<file path="config.mk">
export PLATFORM = sky130hd
export DESIGN_NAME = pwm_generator_flat
export DESIGN_NICKNAME = d
export VERILOG_FILES = /design/src/rtl/pwm_generator_if.sv /design/src/rtl/pwm_generator.sv /design/src/flat_wrapper.sv
export SDC_FILE = /design/constraint.sdc
export NUM_CORES = 1
export LEC_CHECK = 0
export BUFFER_PORTS_ARGS = -buffer_cell sky130_fd_sc_hd__clkbuf_2
export CAP_MARGIN = 20
export CORE_ASPECT_RATIO = 0.5
export CORE_MARGIN = 5
export CORE_UTILIZATION = 53
export CTS_BUF_LIST = sky130_fd_sc_hd__clkbuf_4 sky130_fd_sc_hd__clkbuf_8 sky130_fd_sc_hd__clkbuf_16
export DETAILED_ROUTE_END_ITERATION = 8
export PLACE_DENSITY = 0.8
export SETUP_SLACK_MARGIN = 0.5
export SYNTH_ARGS = -nofsm -noshare
export SYNTH_HDL_FRONTEND = slang
export SYNTH_SLANG_ARGS = --single-unit
</file>
<file path="constraint.sdc">
create_clock -name CLK -period 3.77 [get_ports CLK]
set_input_delay 0.377 -clock CLK [delete_from_list [all_inputs] [get_ports CLK]]
set_output_delay 0.377 -clock CLK [all_outputs]
set_load 0.01 [all_outputs]
</file>
<file path="src/rtl/pwm_generator_if.sv">
// Edge-position inputs and drive/strobe outputs of one PWM output channel.
// The master side supplies counter and edges; the slave side produces the waveform.
interface pwm_generator_if #(
  parameter int WIDTH = 13
);
  logic [WIDTH-1:0] CYCLE;
  logic [WIDTH-1:0] TIME_CNT;
  logic [WIDTH-1:0] RISE;
  logic [WIDTH-1:0] FALL;
  logic             OUT_EN;
  logic             PWM_OUT;
  logic             RISE_STB;
  logic             FALL_STB;

  modport master (
    output CYCLE, TIME_CNT, RISE, FALL, OUT_EN,
    input  PWM_OUT, RISE_STB, FALL_STB
  );

  modport slave (
    input  CYCLE, TIME_CNT, RISE, FALL, OUT_EN,
    output PWM_OUT, RISE_STB, FALL_STB
  );
endinterface

</file>
<file path="src/rtl/pwm_generator.sv">
// PWM output stage: compares the shared cycle counter against latched RISE/FALL
// edges (including wrap-around pulses) and emits edge strobes; 2-cycle latency.
module pwm_generator #(
  parameter int WIDTH = 13
) (
  input logic              CLK,
  input logic              RST_N,
  pwm_generator_if.slave   bus
);

  logic [WIDTH-1:0] t_q, t_d;
  logic [WIDTH-1:0] rise_q, rise_d;
  logic [WIDTH-1:0] fall_q, fall_d;
  logic             en_q, en_d;
  logic             rise_lt_fall_q, rise_lt_fall_d;
  logic             rise_eq_fall_q, rise_eq_fall_d;
  logic             pwm_q, pwm_d;
  logic             rise_stb_q, rise_stb_d;
  logic             fall_stb_q, fall_stb_d;
  logic             hi_s;

  // Stage 1: capture counter, edges and enable, and pre-compare the edges.
  always_comb begin
    t_d            = bus.TIME_CNT;
    rise_d         = bus.RISE;
    fall_d         = bus.FALL;
    en_d           = bus.OUT_EN;
    rise_lt_fall_d = (bus.RISE < bus.FALL);
    rise_eq_fall_d = (bus.RISE == bus.FALL);
  end

  // Stage 2: high-window decode; pwm_q doubles as the previous output for the strobes.
  always_comb begin
    hi_s = 1'b0;
    if (rise_eq_fall_q) begin
      hi_s = 1'b0;
    end else if (rise_lt_fall_q) begin
      hi_s = (t_q >= rise_q) && (t_q < fall_q);
    end else begin
      hi_s = (t_q >= rise_q) || (t_q < fall_q);
    end
    pwm_d      = hi_s & en_q;
    rise_stb_d = pwm_d & ~pwm_q;
    fall_stb_d = ~pwm_d & pwm_q;
  end

  // Pipeline and output registers, all cleared asynchronously.
  always_ff @(posedge CLK or negedge RST_N) begin
    if (!RST_N) begin
      t_q            <= '0;
      rise_q         <= '0;
      fall_q         <= '0;
      en_q           <= 1'b0;
      rise_lt_fall_q <= 1'b0;
      rise_eq_fall_q <= 1'b0;
      pwm_q          <= 1'b0;
      rise_stb_q     <= 1'b0;
      fall_stb_q     <= 1'b0;
    end else begin
      t_q            <= t_d;
      rise_q         <= rise_d;
      fall_q         <= fall_d;
      en_q           <= en_d;
      rise_lt_fall_q <= rise_lt_fall_d;
      rise_eq_fall_q <= rise_eq_fall_d;
      pwm_q          <= pwm_d;
      rise_stb_q     <= rise_stb_d;
      fall_stb_q     <= fall_stb_d;
    end
  end

  assign bus.PWM_OUT  = pwm_q;
  assign bus.RISE_STB = rise_stb_q;
  assign bus.FALL_STB = fall_stb_q;

endmodule

</file>
<file path="src/flat_wrapper.sv">
// flat-port wrapper written by rule: the top's interface ports become plain ports
module pwm_generator_flat 
#(
  parameter int WIDTH = 13
)
  (CLK, RST_N, bus_CYCLE, bus_TIME_CNT, bus_RISE, bus_FALL, bus_OUT_EN, bus_PWM_OUT, bus_RISE_STB, bus_FALL_STB);
  pwm_generator_if #(.WIDTH(WIDTH)) bus_i ();
  input logic CLK;
  input logic RST_N;
  input wire logic [$bits(bus_i.CYCLE)-1:0] bus_CYCLE;
  input wire logic [$bits(bus_i.TIME_CNT)-1:0] bus_TIME_CNT;
  input wire logic [$bits(bus_i.RISE)-1:0] bus_RISE;
  input wire logic [$bits(bus_i.FALL)-1:0] bus_FALL;
  input wire logic [$bits(bus_i.OUT_EN)-1:0] bus_OUT_EN;
  output wire logic [$bits(bus_i.PWM_OUT)-1:0] bus_PWM_OUT;
  output wire logic [$bits(bus_i.RISE_STB)-1:0] bus_RISE_STB;
  output wire logic [$bits(bus_i.FALL_STB)-1:0] bus_FALL_STB;
  assign bus_i.CYCLE = bus_CYCLE;
  assign bus_i.TIME_CNT = bus_TIME_CNT;
  assign bus_i.RISE = bus_RISE;
  assign bus_i.FALL = bus_FALL;
  assign bus_i.OUT_EN = bus_OUT_EN;
  assign bus_PWM_OUT = bus_i.PWM_OUT;
  assign bus_RISE_STB = bus_i.RISE_STB;
  assign bus_FALL_STB = bus_i.FALL_STB;
  pwm_generator #(.WIDTH(WIDTH)) u_core (.CLK(CLK), .RST_N(RST_N), .bus(bus_i));
endmodule
</file>
-- Word level (Yosys, flattened, before mapping)
Index checks and enable logic that the tools add are counted.
Widths: inputs -> output; s select.
- bits in registers: 45
- input port bits: 55
- output and inout bits: 3
- logic and storage cells: 22
- magnitude comparators: 3
- equal/unequal tests: 1
- mux-type cells: 2
- bitwise logic cells: 5
- reduce and logical (&&, ||, !) cells: 2
- operators by type and width (kind ; number):
    $lt 13x13->1 ; 2
    $eq 13x13->1 ; 1
    $ge 13x13->1 ; 1
    $and 1x1->1 ; 3
    $mux 1 ; 2
    $not 1->1 ; 2
    $logic_and 1x1->1 ; 1
    $logic_or 1x1->1 ; 1

-- Logic depth before layout (Yosys ltp)
Gate-level depths: netlist (run 1).
- depth after elaboration: 7
- gate-level depth with buffers: 7
- depth with buffers taken out: 7

-- Worst setup path after synthesis (run 1)
Ideal clock, no wire load.
- path kind: reg2reg
- start point: reg u_core.t_q[4]
- end point: reg u_core.fall_stb_q, in the netlist u_core.bus.FALL_STB
- library setup time: 0.123 ns
- arrival time: 1.812 ns
- data required time: 3.647 ns
- slack: 1.835 ns
- stages on the path, launching flop included: 7
- path buffers: 0
- clock period less this slack: 1.935 ns
- cells stage by stage: dfrtp_1 > ha_1 > a211oi_2 > o21ai_1 > a221o_1 > a211o_1 > o221a_1
- word-level cells in the longest chain between the ends: 7
- elaborated cells on any way between the ends: 9
- those cells by class: 2 x order compare; 2 x mux; 3 x bitwise; 2 x reduce/logical
- ends and longest elaborated chain (item ; RTL line ; RTL):
    start: declaration ; pwm_generator.sv:11 ; logic [WIDTH-1:0] t_q, t_d;
    start signal: assignment ; pwm_generator.sv:60 ; t_q <= t_d;
    $ge 13x13->1 / $lt 13x13->1 (equally long branches) ; pwm_generator.sv:38, pwm_generator.sv:40 ;
    $logic_or 1x1->1 / $logic_and 1x1->1 (equally long branches) ; pwm_generator.sv:40, pwm_generator.sv:38 ;
    $mux 1 (*) ; pwm_generator.sv:37 ; end else if (rise_lt_fall_q) begin
    $mux 1 (*) ; pwm_generator.sv:35 ; if (rise_eq_fall_q) begin
    $and 1x1->1 (*) ; pwm_generator.sv:42 ; pwm_d = hi_s & en_q;
    $not 1->1 (*) ; pwm_generator.sv:44 ; fall_stb_d = ~pwm_d & pwm_q;
    $and 1x1->1 (*) ; pwm_generator.sv:44 ;
    net u_core.fall_stb_d ; pwm_generator.sv:19 ; logic fall_stb_q, fall_stb_d;
    end signal: assignment ; pwm_generator.sv:68 ; fall_stb_q <= fall_stb_d;
    end: declaration ; pwm_generator.sv:19 ;
The timed path passes the listed nets; every way through them passes the cells marked *.

-- Worst setup path after layout (run 1)
Ends and elaborated chain as after synthesis.

==> reports/metrics.cfg, run 1 <==
[status]
status = finished clean

[critical_path]
crit_slowest_cell = dfrtp_1
start_kind = flop
critPathMaxFanout = 3
critPathRequiredTime_ns = 3.95
crit_type = reg2reg
cp-end-kind = flop
crit_family = compound AO/OA/AOI/OAI gates
max_stage_delay_ns = 0.41
path_cells = ha_1, a211oi_2, o21ai_1, a221o_1, a211o_1, o221a_1
regToRegStartpoint = u_core.t_q[4]$_DFF_PN0_
worst-path-buf-inv = 0
cp-startpoint = u_core.t_q[4]$_DFF_PN0_
critPathArrivalTime_ns = 2.34

[layout]
drive_gt1_share_pct = 23.4
area_delta_synth_final_pct = 19.3
instances_no_fill = 293
fin_util_pct = 65.6
fin_area_mm2 = 0.00257
fillerInstances = 332
num_antenna_cells = 0
final_nets = 331

[synth]
synth_area_leader_cell = dfrtp_1
synth_most_common_cell = dfrtp_1
yosys-top-cells-count = dfrtp_1 (45), inv_1 (40), ha_1 (38), o21ai_0 (8), a21oi_1 (7)
seq_area_frac_synth_pct = 52.2
ys_seq_elements = 45
synth_top_cell_area_share_pct = 52.2
yosys_warnings = 0
syn_area_mm2 = 0.00216
synth_flop_cell = dfrtp_1
synth_area_per_cell_um2 = 11.6
synthCells = 186
synth_edf_count = 0
async_flop_share_pct = 100
netlist_top_cells_area = dfrtp_1 (52%), ha_1 (22%), inv_1 (7.0%), o21ai_0 (1.9%), a21oi_1 (1.6%)
netlist-cell-type-count = 34
synth_nets = 279

[flow_run]
drv_cap = 0

[placed_design]
dpl.cell_count = 284
postPlaceCellArea_mm2 = 0.00244
routabilityCongestion = 0.838
port_buffers = 44
place_ws_ns = 1.72
dp_hpwl_um = 3400

[timing]
setup_viol = 0
final_max_slew_viol_count = 0
worst-slew-pin-transition_ns = 0.581
worst_slack_ns = 1.61
rsz0062_at_grt = false
max-slew-margin-rel_pct = 61.2
period_minus_slack_ns = 2.16
hold_violations = 0
fin_crit_sh_pct = 57.3
skew_ns = 0.0116
tns_ns = 0
clock.fmax_ghz = 0.463

[global_routing]
grt.total_usage_pct = 17.1
grt_max_degree = 46
antenna_found_initial = 0
overflow = 0
grt_pass1_wl_um = 6960
first_global_vias = 1533

[clock_tree]
postCtsSetupBuffers = 0
cts_made_buffers = 5
cts_tree = done
clk_pin_slew_ns = 0.09
cts-htree-levels = 2
post_cts_resized = 0
worstSkewPairLatency_ns = 0.30
cts-hold-fix-buffers = 0
clock_sinks = 45
cts_max_path_buffers = 2
cts-root-buf = clkbuf_8

[power_and_ir_drop]
power_density_mw_per_mm2 = 386
p_leak_nw = 1.42
vdd_drop_max_mv = 0.201

[detailed_routing]
wl_per_cell_um = 14.9
route.vias.total = 1498
via_per_inst = 5.11
final_antenna_net_count = 0
wirelength_um = 4370
drc = 0
dr.pass1.iters = 5
drt_first_iter_violations = 30

[floorplan]
fp-row-count = 16
die-area_mm2 = 0.00552
ios = 58
core_mm2 = 0.00392
start_util_pct = 55.0
die-height_um = 55.1
fp.dieW_um = 100

[hold_path]
hold_path_class = in2async

==> worst paths after layout <==
path / slack (ns) / depth (start not counted) / endpoint
min in group CLK: 0.18 / 1 / u_core.t_q[11]$_DFF_PN0_
max in group asynchronous: 3.18 / 2 / u_core.en_q$_DFF_PN0_
max reg2reg: 1.61 / 6 / u_core.bus.FALL_STB$_DFF_PN0_
min reg2reg: 0.55 / 1 / u_core.bus.RISE_STB$_DFF_PN0_
min: 0.06 / 1 / u_core.rise_q[10]$_DFF_PN0_
max: 1.61 / 6 / u_core.bus.FALL_STB$_DFF_PN0_
==> where the power goes <==
part           switching (mW)  leakage [nW]  internal [mW]
Clock                   0.164        0.0518          0.152
Sequential             0.0129         0.530          0.510
Combinational          0.0828         0.840         0.0715
==> cells in the final DEF, fill, tap and decap left out, types with 2 or more instances in the layout <==
master | netlist | final
a21oi_1 | 7 | 7
inv_1 | 40 | 40
clkbuf_2 | 0 | 44
nor2b_1 | 3 | 3
nand2b_1 | 2 | 2
nand3_1 | 2 | 2
nand4_1 | 3 | 3
dfrtp_1 | 45 | 45
nand2_1 | 6 | 6
o22ai_1 | 2 | 2
nor2_1 | 3 | 3
a21o_1 | 2 | 2
and4_1 | 2 | 2
o21ai_0 | 8 | 8
ha_1 | 38 | 38
clkbuf_8 | 0 | 6
o21a_1 | 3 | 3
a211oi_1 | 2 | 2
==> routing by layer <==
metal	vias to the layer above	GRT usage [%]	wire, µm
li1	744	-	-
met1	717	22.7	2150
met2	33	27.6	2060
met3	4	4.26	129
met4	0	6.71	38
met5	-	0	0
==> stage by stage <==
stage / power [mW] / hold slack (ns)
after detailed placement: 0.680 / 0.487
after floorplan: 0.612 / 0.0814
after global routing: 1.05 / 0.0914
after global placement: 0.671 / 0.485
final: 0.993 / 0.0567
after CTS: 0.996 / 0.172
==> registers in the layout, indices dropped and copies added (netlist names) <==
| register | flops |
|---|---|
| u_core.bus.RISE_STB | 1 |
| u_core.bus.FALL_STB | 1 |
| u_core.rise_eq_fall_q | 1 |
| u_core.t_q | 13 |
| u_core.rise_lt_fall_q | 1 |
| u_core.en_q | 1 |
| u_core.fall_q | 13 |
| u_core.bus.PWM_OUT | 1 |
| u_core.rise_q | 13 |
==> kinds of logic after synthesis <==
family | synth area share (%)
buf+inv | 6.96
flops | 52.2
fa+ha+maj | 22.0
simple gates | 6.96
compound gates | 11.8
==> cell type report <==
cell class / instances / area (µm²) / share of cell area, %
clock buffers: 6 / 82.6 / 3.21
repair buffers: 45 / 248 / 9.63
flip-flops and latches: 45 / 1130 / 43.8
clock inverters: 2 / 17.5 / 0.681
inverters: 40 / 150 / 5.84
well taps: 54 / 67.6 / 2.63
multi-input cells: 101 / 881 / 34.2
(Power assumes the default switching activity.)
==> inputs of run 2 (changes only) <==
CORE_UTILIZATION = 52   (was 53)
PLACE_DENSITY = 0.79   (was 0.8)
clock period = 2.12 ns   (was 3.77 ns; I/O delays follow)
==> run 2 against run 1 <==
Effect of this change:
- worst hold slack worse by 0.052 ns
- combinational power is 87% higher
- critical path depth stayed put
- via count is 2.9% higher
- fmax is 8.3% higher
- sequential share of layout area is 1.7 points lower
- register-to-register slack worse by 1.5 ns
- power is 90% higher
- die area is 1.7% higher
- clock-buffer cell count is 1 lower
- non-clock buffer count is 8 higher
- final cell count is 2.7% higher
- critical path type unchanged
- highest routed layer unchanged
==> reports/metrics.cfg, run 2 (same netlist as run 1, synthesis figures left out) <==
[status]
status = finished clean

[global_routing]
grt_pass1_wl_um = 7330
overflow = 0
grt.total_usage_pct = 16.9
grt_max_degree = 37
first_global_vias = 1590
antenna_found_initial = 0

[critical_path]
critPathArrivalTime_ns = 2.18
critPathMaxFanout = 3
critPathRequiredTime_ns = 2.31
max_stage_delay_ns = 0.45
cp-end-kind = flop
crit_family = compound AO/OA/AOI/OAI gates
crit_type = reg2reg
worst-path-buf-inv = 0
path_cells = ha_4, a211oi_2, o21ai_1, a221o_1, a211o_1, o221a_1
crit_slowest_cell = dfrtp_1
start_kind = flop

[detailed_routing]
dr.pass1.iters = 4
wl_per_cell_um = 15.1
via_per_inst = 5.12
drc = 0
route.vias.total = 1542
final_antenna_net_count = 0
drt_first_iter_violations = 48
wirelength_um = 4550

[layout]
layout_common_cells = dfrtp_1 (45), clkbuf_2 (44), inv_1 (39)
top_regs = u_core.fall_q: 13 flops, u_core.rise_q: 13 flops, u_core.t_q: 13 flops
final_nets = 339
area_delta_synth_final_pct = 24.2
drive_gt1_share_pct = 24.3
final_common_cell = dfrtp_1
instances_no_fill = 301
num_antenna_cells = 0

[placed_design]
routabilityCongestion = 0.907
port_buffers = 44
dp_hpwl_um = 3500
dpl.cell_count = 285

[floorplan]
ios = 58
fp.dieW_um = 101
die-area_mm2 = 0.00561
start_util_pct = 54.7
core_mm2 = 0.00394
fp-row-count = 16
die-height_um = 55.5

[timing]
setup_viol = 0
fin_crit_sh_pct = 94.0
worst-slew-pin-transition_ns = 0.447
max-slew-margin-rel_pct = 70.2
period_minus_slack_ns = 1.99
tns_ns = 0
rsz0062_at_grt = true
hold_violations = 0
skew_ns = 0.00623
clock.fmax_ghz = 0.502
final_max_slew_viol_count = 0

[power_and_ir_drop]
vdd_drop_max_mv = 0.347
p_leak_nw = 1.45
power_density_mw_per_mm2 = 702

[clock_tree]
cts_max_path_buffers = 2
clk_pin_slew_ns = 0.09
cts-htree-levels = 2
worstSkewPairLatency_ns = 0.31
clock_sinks = 45
cts_tree = done
postCtsSetupBuffers = 0
cts-root-buf = clkbuf_8
cts_made_buffers = 5

[flow_run]
drv_cap = 0

[hold_path]
hold_path_class = in2reg

[run 2: metal layers]
layer | global-route usage [%] | share of wire (%)
met1 | 22.7 | 47
met5 | 0 | 0
met3 | 4.90 | 5.3
met4 | 6.25 | 1.6
met2 | 25.9 | 46
[run 2: final timing paths]
path                                               from                            end  slack (ns)  depth (start not counted)
setup / recovery                u_core.t_q[4]$_DFF_PN0_  u_core.bus.FALL_STB$_DFF_PN0_        0.13                          6
hold / removal                          bus_TIME_CNT[9]        u_core.t_q[9]$_DFF_PN0_       0.005                          1
setup reg to reg                u_core.t_q[4]$_DFF_PN0_  u_core.bus.FALL_STB$_DFF_PN0_        0.13                          6
hold reg to reg            u_core.bus.PWM_OUT$_DFF_PN0_  u_core.bus.RISE_STB$_DFF_PN0_        0.56                          1
max in group asynchronous                         RST_N     u_core.fall_q[8]$_DFF_PN0_        1.12                          3
min in group asynchronous                         RST_N     u_core.rise_q[9]$_DFF_PN0_        0.29                          2
[run 2: cell type report]
cell class,count,area (µm²)
clock buffers,5,68.8
clock inverters,3,46.3
fillers,289,1260
inverters,40,150
multi-input cells,101,912
flip-flops and latches,45,1130
well taps,54,67.6
repair buffers,53,308
[run 2: power breakdown]
part / leakage, nW / switching, mW / internal [mW] / total, mW
clock network: 0.0543 / 0.311 / 0.353 / 0.664
logic: 0.865 / 0.151 / 0.137 / 0.288
registers: 0.530 / 0.0231 / 0.907 / 0.930
[run 2: worst register-to-register path, cell delays in order (launching register included)]
cell and delay, ns:
dfrtp_1 0.45, ha_4 0.27, a211oi_2 0.17, o21ai_1 0.10
a221o_1 0.35, a211o_1 0.28, o221a_1 0.27
[run 2: repair_timing]
| item | in CTS | in global routing |
|---|---|---|
| hold buffers | 6 | 2 |
| hold endpoints to repair | 14 | 2 |
| setup endpoints to repair | 3 | 3 |
| gates resized for setup | 6 | 2 |
| pin swaps | 2 | 2 |
[run 2: per-stage QoR]
stage	power [mW]	hold WS [ns]	cell area (µm²)	utilization [%]	setup WS [ns]
final	1.88	0.00469	2680	67.9	0.127
after global routing	1.97	0.00564	2680	67.9	0.0675
after CTS	1.88	0.00159	2660	67.4	0.101
after detailed placement	1.21	0.0867	2450	62.2	0.0859
after global placement	1.20	0.0853	2450	62.2	0.148
after floorplan	1.09	-0.0836	2160	-	0.253
